<file path="src/rtl/instruction_fetch_unit_pkg.sv">
// Shared definitions for the instruction fetch unit: FSM encodings,
// fetch-word geometry and the layout of a prefetch FIFO entry.
package instruction_fetch_unit_pkg;

  localparam logic [1:0] ST_IDLE    = 2'd0;
  localparam logic [1:0] ST_REQ     = 2'd1;
  localparam logic [1:0] ST_DISCARD = 2'd2;

  localparam int WORD_BYTES = 4;

  // One prefetch entry is {PC, instruction}.
  localparam int ENTRY_W  = 64;
  localparam int INST_LSB = 0;
  localparam int PC_LSB   = 32;

  typedef struct packed {
    logic [31:0] pc;
    logic [31:0] inst;
  } fetch_entry_t;

  // Force a byte address onto a word boundary.
  function automatic logic [31:0] word_align(input logic [31:0] addr);
    return {addr[31:2], 2'b00};
  endfunction

endpackage

</file>
<file path="src/rtl/instruction_fetch_unit_fifo.sv">
// Prefetch FIFO: synchronous, power-of-two depth, wrapping pointers with one
// extra bit to tell full from empty. Flush empties it in one cycle. When empty
// the output shows the last entry that left the head, never stale storage.
module fetch_fifo #(
  parameter  int DEPTH = 4,
  parameter  int WIDTH = 64,
  localparam int AW    = $clog2(DEPTH)
) (
  input  logic             clk_i,
  input  logic             rst_i,
  input  logic             push_i,
  input  logic [WIDTH-1:0] data_i,
  input  logic             pop_i,
  input  logic             flush_i,
  output logic [WIDTH-1:0] data_o,
  output logic             valid_o,
  output logic [AW:0]      count_o
);

  logic [WIDTH-1:0] mem_q [DEPTH];
  logic [AW:0]      wr_ptr_q, rd_ptr_q;
  logic [WIDTH-1:0] last_q;
  logic             empty;
  logic             pop_ok;

  assign empty   = (wr_ptr_q == rd_ptr_q);
  assign count_o = wr_ptr_q - rd_ptr_q;
  assign valid_o = ~empty;
  assign pop_ok  = pop_i & ~empty;
  assign data_o  = empty ? last_q : mem_q[rd_ptr_q[AW-1:0]];

  // Pointer and head-history update; flush wins over push/pop.
  // NOTE: sequential state uses non-blocking (<=) so every flop samples pre-edge values.
  always_ff @(posedge clk_i) begin
    if (rst_i) begin
      wr_ptr_q <= '0;
      rd_ptr_q <= '0;
      last_q   <= '0;
    end else if (flush_i) begin
      wr_ptr_q <= '0;
      rd_ptr_q <= '0;
      last_q   <= data_o;
    end else begin
      if (push_i) wr_ptr_q <= wr_ptr_q + 1'b1;
      if (pop_ok) begin
        rd_ptr_q <= rd_ptr_q + 1'b1;
        last_q   <= data_o;
      end
    end
  end

  // Entry storage write.
  // NOTE: storage has no reset; it is only read while the pointers say it holds written data.
  always_ff @(posedge clk_i) begin
    if (push_i && !flush_i) mem_q[wr_ptr_q[AW-1:0]] <= data_i;
  end

endmodule

</file>
<file path="src/rtl/instruction_fetch_unit.sv">
// Fetch stage: owns the fetch PC, issues one outstanding word read at a time
// to instruction memory, buffers returned words with their PCs and hands them
// to decode. A redirect flushes buffered work and drops any in-flight reply.
module instruction_fetch_unit
  import instruction_fetch_unit_pkg::*;
#(
  parameter logic [31:0] RESET_PC   = 32'h0000_0000,
  parameter int          FIFO_DEPTH = 4
) (
  input  logic        Clk,
  input  logic        Reset,
  output logic        Mem_Req,
  output logic [31:0] Mem_Addr,
  input  logic        Mem_Ack,
  input  logic [31:0] Mem_Rdata,
  input  logic        Redirect,
  input  logic [31:0] Redirect_PC,
  output logic        Inst_Valid,
  output logic [31:0] Inst,
  output logic [31:0] Inst_PC,
  input  logic        Inst_Ready
);

  localparam int CW = $clog2(FIFO_DEPTH) + 1;
  localparam logic [CW:0] DEPTH_C = (CW + 1)'(FIFO_DEPTH);

  logic [1:0]    state_q, state_d;
  logic [31:0]   fetch_pc_q, fetch_pc_d;
  logic [31:0]   hold_addr_q;
  logic [CW-1:0] fifo_count;
  logic [CW:0]   count_next;
  logic          push, pop, credit;
  fetch_entry_t  push_entry, head;
  logic [ENTRY_W-1:0] head_bits;

  // A reply is only kept when it answers a live request and no redirect kills it.
  assign push = (state_q == ST_REQ) & Mem_Ack & ~Redirect;
  assign pop  = Inst_Valid & Inst_Ready;

  // Occupancy after this cycle; a new request is allowed only if its reply will fit.
  assign count_next = Redirect ? '0
                    : {1'b0, fifo_count} + {{CW{1'b0}}, push} - {{CW{1'b0}}, pop};
  assign credit     = (count_next < DEPTH_C);

  assign push_entry = '{pc: fetch_pc_q, inst: Mem_Rdata};

  fetch_fifo #(
    .DEPTH (FIFO_DEPTH),
    .WIDTH (ENTRY_W)
  ) u_fifo (
    .clk_i   (Clk),
    .rst_i   (Reset),
    .push_i  (push),
    .data_i  (push_entry),
    .pop_i   (pop),
    .flush_i (Redirect),
    .data_o  (head_bits),
    .valid_o (Inst_Valid),
    .count_o (fifo_count)
  );

  assign head    = fetch_entry_t'(head_bits);
  assign Inst    = head.inst;
  assign Inst_PC = head.pc;

  // The in-flight address must stay put in DISCARD even though Fetch_PC moved on.
  assign Mem_Req  = (state_q != ST_IDLE);
  assign Mem_Addr = (state_q == ST_DISCARD) ? hold_addr_q : fetch_pc_q;

  // Next-state and next-PC selection; a redirect overrides the PC in every state.
  // NOTE: every output of this block gets a default first, so no path can infer a latch.
  always_comb begin
    state_d    = state_q;
    fetch_pc_d = fetch_pc_q;
    case (state_q)
      ST_IDLE: begin
        if (credit) state_d = ST_REQ;
      end
      ST_REQ: begin
        if (Redirect) begin
          state_d = Mem_Ack ? ST_REQ : ST_DISCARD;
        end else if (Mem_Ack) begin
          state_d    = credit ? ST_REQ : ST_IDLE;
          fetch_pc_d = fetch_pc_q + 32'(WORD_BYTES);
        end
      end
      ST_DISCARD: begin
        if (Mem_Ack) state_d = ST_REQ;
      end
      default: state_d = ST_IDLE;
    endcase
    if (Redirect) fetch_pc_d = word_align(Redirect_PC);
  end

  // FSM, fetch PC and captured request address.
  always_ff @(posedge Clk) begin
    if (Reset) begin
      state_q     <= ST_IDLE;
      fetch_pc_q  <= RESET_PC;
      hold_addr_q <= RESET_PC;
    end else begin
      state_q    <= state_d;
      fetch_pc_q <= fetch_pc_d;
      if (state_q == ST_REQ) hold_addr_q <= fetch_pc_q;
    end
  end

endmodule

</file>
<file path="config.mk">
export PLATFORM = sky130hd
export DESIGN_NAME = instruction_fetch_unit
export DESIGN_NICKNAME = d
export VERILOG_FILES = /design/src/rtl/instruction_fetch_unit_pkg.sv /design/src/rtl/instruction_fetch_unit_fifo.sv /design/src/rtl/instruction_fetch_unit.sv
export SDC_FILE = /design/constraint.sdc
export NUM_CORES = 1
export LEC_CHECK = 0
export BUFFER_PORTS_ARGS = -buffer_cell sky130_fd_sc_hd__clkbuf_2
export CAP_MARGIN = 20
export CORE_ASPECT_RATIO = 1.5
export CORE_MARGIN = 8
export CORE_UTILIZATION = 60
export CTS_CLUSTER_DIAMETER = 120
export CTS_CLUSTER_SIZE = 24
export DETAILED_ROUTE_END_ITERATION = 16
export GPL_ROUTABILITY_DRIVEN = 0
export PLACE_DENSITY = 0.86
export SYNTH_ARGS = -nofsm -noshare
export SYNTH_HDL_FRONTEND = slang
export SYNTH_SLANG_ARGS = --single-unit
</file>
<file path="constraint.sdc">
create_clock -name Clk -period 5.6 [get_ports Clk]
set_input_delay 1.12 -clock Clk [delete_from_list [all_inputs] [get_ports Clk]]
set_output_delay 1.12 -clock Clk [all_outputs]
set_load 0.02 [all_outputs]
</file>
# Word-level counts from Yosys, hierarchy flattened
# Memory sizes are Yosys's and may differ from the RTL's. A register that Yosys moved wholly into a read port is not among the register bits.
# Cells that the tools add are included.
# classes
n_addsub	6
multipliers	0
div	0
order_cmp	1
eq_ne	6
n_shift	0
mux	19
bitwise_logic	6
n_reduce_logical	11
# op_table
op	n
64-bit two-way mux	3
32-bit two-way mux	4
32-bit by 3-bit adder with 32-bit output (second input constant)	1
2-bit two-way mux	7
2-bit nonzero test	4
3-bit by 1-bit adder with 3-bit output (second input constant)	2
2-bit case mux with 3 select lines	1
3-bit by 1-bit adder with 4-bit output	1
1-bit AND	4
4-bit by 3-bit less-than comparator with 1-bit output (second input constant)	1
4-bit two-way mux	1
2-bit inequality test (second input constant)	2
2-bit AND reduction	2
4-bit by 1-bit subtractor with 4-bit output	1
3-bit equality test	1
1-bit two-way mux	3
3-bit inequality test (second input constant)	1
3-bit AND reduction	1
3-bit subtractor	1
2-bit by 1-bit equality test with 1-bit output (second input constant)	1
2-bit equality test (second input constant)	1
2-bit zero test	1
1-bit inverter	2
2-bit OR reduction	1
other kinds (2)	2
# word_totals
ff_bits	136
latchBits	0
mem_bits_rw	256
romBits	0
in_bits	69
mem_count	1
# mem_list
memory	depth	width	read_ports	rd_clocked_by_memory_dff	wr	line_no	source
u_fifo.mem_q	4	64	1	1	1	instruction_fetch_unit_fifo.sv:20	logic [WIDTH-1:0] mem_q [DEPTH];

# Longest topological paths before layout
# Gate-level depths: netlist of the first run.
# depth
word_depth	11
mapped_depth	11
depth_no_buf	10

# Modules after synthesis
# From an unflattened synthesis of the first run, not the netlist that was laid out.
# hier_totals
hier_cells	1314
area_unflattened_um2	17722.0
# by_module_without_submodules
mod	instances	cells_per_inst	area_each_um2	seq_area_each_um2
fetch_fifo	1	916	14375.0	9128.8
instruction_fetch_unit	1	398	3347.0	1241.2

# Worst setup path after synthesis of the first run
# No wires, ideal clock.
# synth_timing
path_kind	input-to-reg
start	input Redirect
end	memory u_fifo.mem_q[0][0] (enable)
t_arrival_ns	3.196
path_slack_ns	1.977
stages	4
n_path_buf	2
path_cell_list	clkbuf_1 -> clkbuf_1 -> nor2_1 -> and2_1
# synth_between
elab_chain_len	5
# synth_lines
item	line_no	source
start: declaration	instruction_fetch_unit.sv:16	input logic Redirect,
1-bit inverter	instruction_fetch_unit.sv:37	assign push = (state_q == ST_REQ) & Mem_Ack & ~Redirect;
1-bit AND	instruction_fetch_unit.sv:37	
1-bit logical AND *	instruction_fetch_unit_fifo.sv:55	if (push_i && !flush_i) mem_q[wr_ptr_q[AW-1:0]] <= data_i;
1-bit two-way mux *	instruction_fetch_unit_fifo.sv:55	
1-bit two-way mux (not written as such) *	instruction_fetch_unit_fifo.sv:55	
end: declaration	instruction_fetch_unit_fifo.sv:20	
# Mark *: on every way between the ends. The rest lies on a longest branch, timed or not.

==> results of run 1 <==
-- state kept, by name (all words and copies together), names as in the netlist, named ones only --
signal,count
u_fifo.mem_q,248
u_fifo.last_q,64
fetch_pc_q,30
hold_addr_q,30
u_fifo.rd_ptr_q,3
u_fifo.wr_ptr_q,3
state_q,2
-- area by class of cell --
class	instances	area, um^2	share of cell area
repair buffers	175	931	0.0538
multi-input cells	626	5100	0.295
diodes	1	2.50	0.000145
inverters	43	161	0.00934
flip-flops and latches	382	10100	0.586
well taps	333	417	0.0241
clock buffers	33	538	0.0311
-- worst max-delay path by stage --
stage / start / end / slack [ns] / cells after the start
after detailed placement: flip-flop / Inst_PC[31] / 2.11 / 4
after CTS: flip-flop / Inst_PC[31] / 1.55 / 4
after global placement: flip-flop / Inst_PC[31] / 2.12 / 4
after floorplan: Redirect / u_fifo.mem_q[0][0] / 1.98 / 4
final: flip-flop / Inst_PC[31] / 1.66 / 4
after global routing: flip-flop / Inst_PC[31] / 1.44 / 4
-- cells by family (layout without fill, tap and decap cells) --
| group | count (synthesis) | in the layout | synth area share |
|---|---|---|---|
| DFF | 382 | 382 | 0.645 |
| and+or+nand+nor | 284 | 284 | 0.0847 |
| AOI/OAI and AO/OA | 159 | 159 | 0.0658 |
| muxes | 153 | 153 | 0.152 |
| buffers and inverters | 124 | 251 | 0.0328 |
| xor gates and xnor gates | 16 | 16 | 0.00988 |
| adders and majority gates | 12 | 12 | 0.0100 |
| other | 1 | 3 | 0.000239 |
-- critical path, cell delays in order (launching register included) --
cell	delay [ns]
dfxtp_4	0.82
buf_4	0.43
mux4_2	0.57
mux2_2	0.32
clkbuf_2	0.17
-- per-layer routing --
| layer | global-route usage | vias to the layer above | wire (um) |
|---|---|---|---|
| li1 | - | 4452 | - |
| met1 | 0.253 | 4899 | 12800 |
| met2 | 0.398 | 387 | 18500 |
| met3 | 0.0279 | 63 | 2120 |
| met4 | 0.0730 | 2 | 908 |
| met5 | 0 | - | 13 |
-- per-stage QoR --
| stage | area [um^2] | setup WS, ns |
|---|---|---|
| finish | 17300 | 1.66 |
| global route | 17300 | 1.44 |
| CTS | 17300 | 1.55 |
| detailed placement | 16700 | 2.11 |
| global placement | 16700 | 2.12 |
| floorplan | 15700 | 1.98 |
-- power by group --
group          switching, W  total [W]  internal, W  leakage [nW]
clock              0.000820    0.00148     0.000661         0.257
combinational      0.000290   0.000465     0.000175          2.64
sequential        0.0000674    0.00314      0.00307          3.35
total               0.00118    0.00508      0.00390          6.24
-- synth_stat cells, types with 12 or more instances --
| cell type | number |
|---|---|
| a211oi_1 | 33 |
| a21oi_1 | 73 |
| a311oi_1 | 16 |
| buf_2 | 19 |
| clkbuf_1 | 54 |
| dfxtp_1 | 134 |
| edfxtp_1 | 248 |
| inv_1 | 42 |
| mux2_2 | 62 |
| mux2i_1 | 29 |
| mux4_2 | 62 |
| nand2_1 | 148 |
| nand3_1 | 13 |
| nor2_1 | 35 |
| nor3_1 | 29 |
| or4_1 | 12 |
==> results.toml, run 1 <==
[grt]
track_usage = 0.216
grt_pass1_vias = 10249
antenna_found_initial = 2
grt-ovfl-total = 0
grt_start_max_net_pins = 80
grt_pass1_wl_um = 54600

[die]
core_um2 = 25800
rows = 72
ios = 167
start_util = 0.610
die_x_um = 148
die-area_um2 = 31700
die_y_um = 214

[pwr]
p_total_w = 0.00508
p_per_area_nw_per_um2 = 294
irDropWorstVdd_v = 0.000226
leakage_nw = 6.24

[worst_setup_path]
worstPathMaxFanout = 33
critPathLaunchType = "flip-flop"
crit_required_ns = 4.48
r2r_cells = 10
worst_setup_path_end_kind = "output port"
reg2reg_to = "state_q[0]"
rr_startpoint = "u_fifo.wr_ptr_q[0]"
r2r_slack_ns = 2.62
path_class = "reg2out"
cp.arrival_ns = 2.82

[sta]
relSlewSlack = 0.318
final.setup.tns_ns = 0
finalClockSkew_ns = 0.0148
period_needed_ns = 3.94
final_max_slew_viol_count = 0
rsz0062_at_grt = "false"
finalCritPeriodShare = 0.703
fmax_mhz = 254
setup_viol = 0
holdWs_ns = 0.456
hold_viol = 0
tightestPinTransition_ns = 1.02

[clock_network]
cts_tree = "done"
postCtsHoldBufs = 0
clk_latency_ns = 0.51
clock_path_buffers = 3
cts_buffers = 19
postCtsSetupRepairBufs = 0
cts.sinks = 382
cts-root-buf = "clkbuf_16"
cts-resized-gates = 0
clk_pin_slew_ns = 0.10
h-tree-depth = 1

[synth]
async_flop_share = 0
syn_area_um2 = 15700
synth_top_area_frac = 0.474
avgSynthCellArea_um2 = 13.9
yosys.area.top_type = "edfxtp_1"
synthCells = 1131
seq_area_frac_synth = 0.645
synth_cell_types = 54
yosys-top-cells-area = "edfxtp_1 47%, dfxtp_1 17%, mux4_2 8.9%"
synth_flop_cell = "edfxtp_1"
ys_seq_elements = 382
yosys_warnings = 0
synth-edff-count = 248

[layout]
nFillCells = 1834
area_delta_synth_final_pct = 10.0
fin_util = 0.671
drive_above_1_share = 0.268
layout_common_cells = "248 x edfxtp_1, 161 x clkbuf_2, 148 x nand2_1, 132 x dfxtp_1, 72 x a21oi_1"
mostFrequentLayoutCell = "edfxtp_1"
nNetsFinal = 1328
final_cells = 1593

[placed_design]
dp_hpwl_um = 20900
dp_cells = 1558
io_buffers = 162

[worst_hold_path]
worst_hold_path.endpoint = "u_fifo.last_q[7]"
worstHoldStart = "u_fifo.last_q[7]"
holdPathStages = 2
min_path_type = "reg2reg"

[routing]
drt-total-wl_um = 34400
viasPerCell = 6.15
wl_per_cell_um = 21.6
drc = 0
ant_nets = 0
vias = 9803
drtIter0Drc = 679
first_pass_iters = 5

[run_status]
outcome = "complete, no violations"

[run]
drv_cap = 0
Power figures use the tool's default switching activity.
==> run 2, diff against run 1 <==
--- a/config.mk
+++ b/config.mk
@@ -9,12 +9,12 @@
 export CAP_MARGIN = 20
 export CORE_ASPECT_RATIO = 1.5
 export CORE_MARGIN = 8
-export CORE_UTILIZATION = 60
+export CORE_UTILIZATION = 59
 export CTS_CLUSTER_DIAMETER = 120
 export CTS_CLUSTER_SIZE = 24
 export DETAILED_ROUTE_END_ITERATION = 16
 export GPL_ROUTABILITY_DRIVEN = 0
-export PLACE_DENSITY = 0.86
+export PLACE_DENSITY = 0.85
 export SYNTH_ARGS = -nofsm -noshare
 export SYNTH_HDL_FRONTEND = slang
 export SYNTH_SLANG_ARGS = --single-unit
==> constraint.sdc (replaced) <==
create_clock -name Clk -period 4.1 [get_ports Clk]
set_input_delay 0.82 -clock Clk [delete_from_list [all_inputs] [get_ports Clk]]
set_output_delay 0.82 -clock Clk [all_outputs]
set_load 0.02 [all_outputs]
==> results.toml, run 2 (same netlist as run 1, synthesis figures left out) <==
[placed_design]
dp_hpwl_um = 21200
io_buffers = 162

[sta]
rsz0062_at_grt = "false"
final.setup.tns_ns = 0
holdWs_ns = 0.458
period_needed_ns = 3.64
final_max_slew_viol_count = 0
finalClockSkew_ns = 0.0127
setup_viol = 0
relSlewSlack = 0.269
tightestPinTransition_ns = 1.10
hold_viol = 0
finalCritPeriodShare = 0.887
fmax_mhz = 275

[grt]
grt_pass1_vias = 10111
grt_pass1_wl_um = 53600
antenna_found_initial = 1
track_usage = 0.209
grt_start_max_net_pins = 90
grt-ovfl-total = 0

[routing]
wl_per_cell_um = 21.3
viasPerCell = 6.07
first_pass_iters = 4
drc = 0
drt-total-wl_um = 34100
vias = 9723
ant_nets = 0
drtIter0Drc = 719

[die]
core_um2 = 26400
die-area_um2 = 32200
rows = 73
die_x_um = 149
start_util = 0.595
ios = 167
die_y_um = 216

[worst_setup_path]
crit_required_ns = 3.28
cp.arrival_ns = 2.82
cp-startpoint = "u_fifo.wr_ptr_q[0]"
path_class = "reg2out"
cpMaxStageDelayCell = "buf_4"
max_stage_delay_ns = 0.58
worstPathMaxFanout = 42
rr_startpoint = "fetch_pc_q[4]"
critPathLaunchType = "flip-flop"
worst_setup_path_end_kind = "output port"
critPathBufInv = 3
path_cells = "inv_1 > ha_1 > nand2_1 > nor2_4 > buf_4 > mux2_2 > clkbuf_2"
critPathTopFamily = "buffers and inverters"

[run]
drv_cap = 0

[worst_hold_path]
worstHoldStart = "u_fifo.last_q[41]"
min_path_type = "reg2reg"

[clock_network]
clk_latency_ns = 0.51
clk_pin_slew_ns = 0.09
clock_path_buffers = 3
h-tree-depth = 1
cts-resized-gates = 0
cts_tree = "done"
postCtsHoldBufs = 0
postCtsSetupRepairBufs = 0
cts.sinks = 382
cts-root-buf = "clkbuf_16"
cts_buffers = 19

[layout]
layout_common_cells = "248 x edfxtp_1, 161 x clkbuf_2, 148 x nand2_1, 132 x dfxtp_1, 72 x a21oi_1"
mostFrequentLayoutCell = "edfxtp_1"
area_delta_synth_final_pct = 10.4
drive_above_1_share = 0.269
largest_register_ffs = 248
nNetsFinal = 1332

[pwr]
irDropWorstVdd_v = 0.000288
p_per_area_nw_per_um2 = 400
leakage_nw = 6.27

[run_status]
outcome = "complete, no violations"
## run 2: changes by cell type in the layout (fill, tap and decap cells not counted), sizes merged
cell    previous run  this run
clkbuf           194       193
clkinv             1         2
buf               14        18
## run 2: layer usage
layer	share of wire	vias to the layer above	track usage
met5	0	-	0
met4	0.027	0	0.0797
met3	0.060	69	0.0253
met2	0.53	339	0.373
met1	0.38	4844	0.252
li1	-	4471	-
## run 2: final timing paths
kind,endpoint,slack (ns),depth (start not counted)
max,Inst_PC[9],0.46,7
min,u_fifo.last_q[41],0.46,2
max reg2reg,fetch_pc_q[29],1.51,4
min reg2reg,u_fifo.last_q[41],0.46,2
## run 2: layout make-up
| type | instances | area (um^2) |
|---|---|---|
| flip-flops and latches | 382 | 10100 |
| fillers | 1826 | 9050 |
| multi-input cells | 626 | 5110 |
| repair buffers | 179 | 986 |
| clock buffers | 32 | 524 |
| well taps | 337 | 422 |
| inverters | 43 | 161 |
| clock inverters | 1 | 3.75 |
| diodes | 1 | 2.50 |
## run 2: worst min-delay path, cell delays in order, from the launching register on
cell and delay, ns:
dfxtp_1 0.32, nand2_1 0.05, a21oi_1 0.05
## run 2: metrics by stage
step	power, W	setup slack, ns	util	cell area [um^2]	instances
after floorplan	0.00476	0.777	-	15700	1132
after detailed placement	0.00500	1.01	0.636	16800	1566
final	0.00693	0.462	0.657	17300	1601
after global placement	0.00497	1.07	0.636	16800	1566
after global routing	0.00717	0.337	0.657	17300	1601
after CTS	0.00696	0.455	0.656	17300	1599
## run 2: where the power goes
part	internal, W	leakage [nW]	total (W)	switching [W]
logic	0.000241	2.67	0.000637	0.000395
clock network	0.000884	0.251	0.00201	0.00113
registers	0.00419	3.35	0.00428	0.0000916
total	0.00532	6.27	0.00693	0.00161
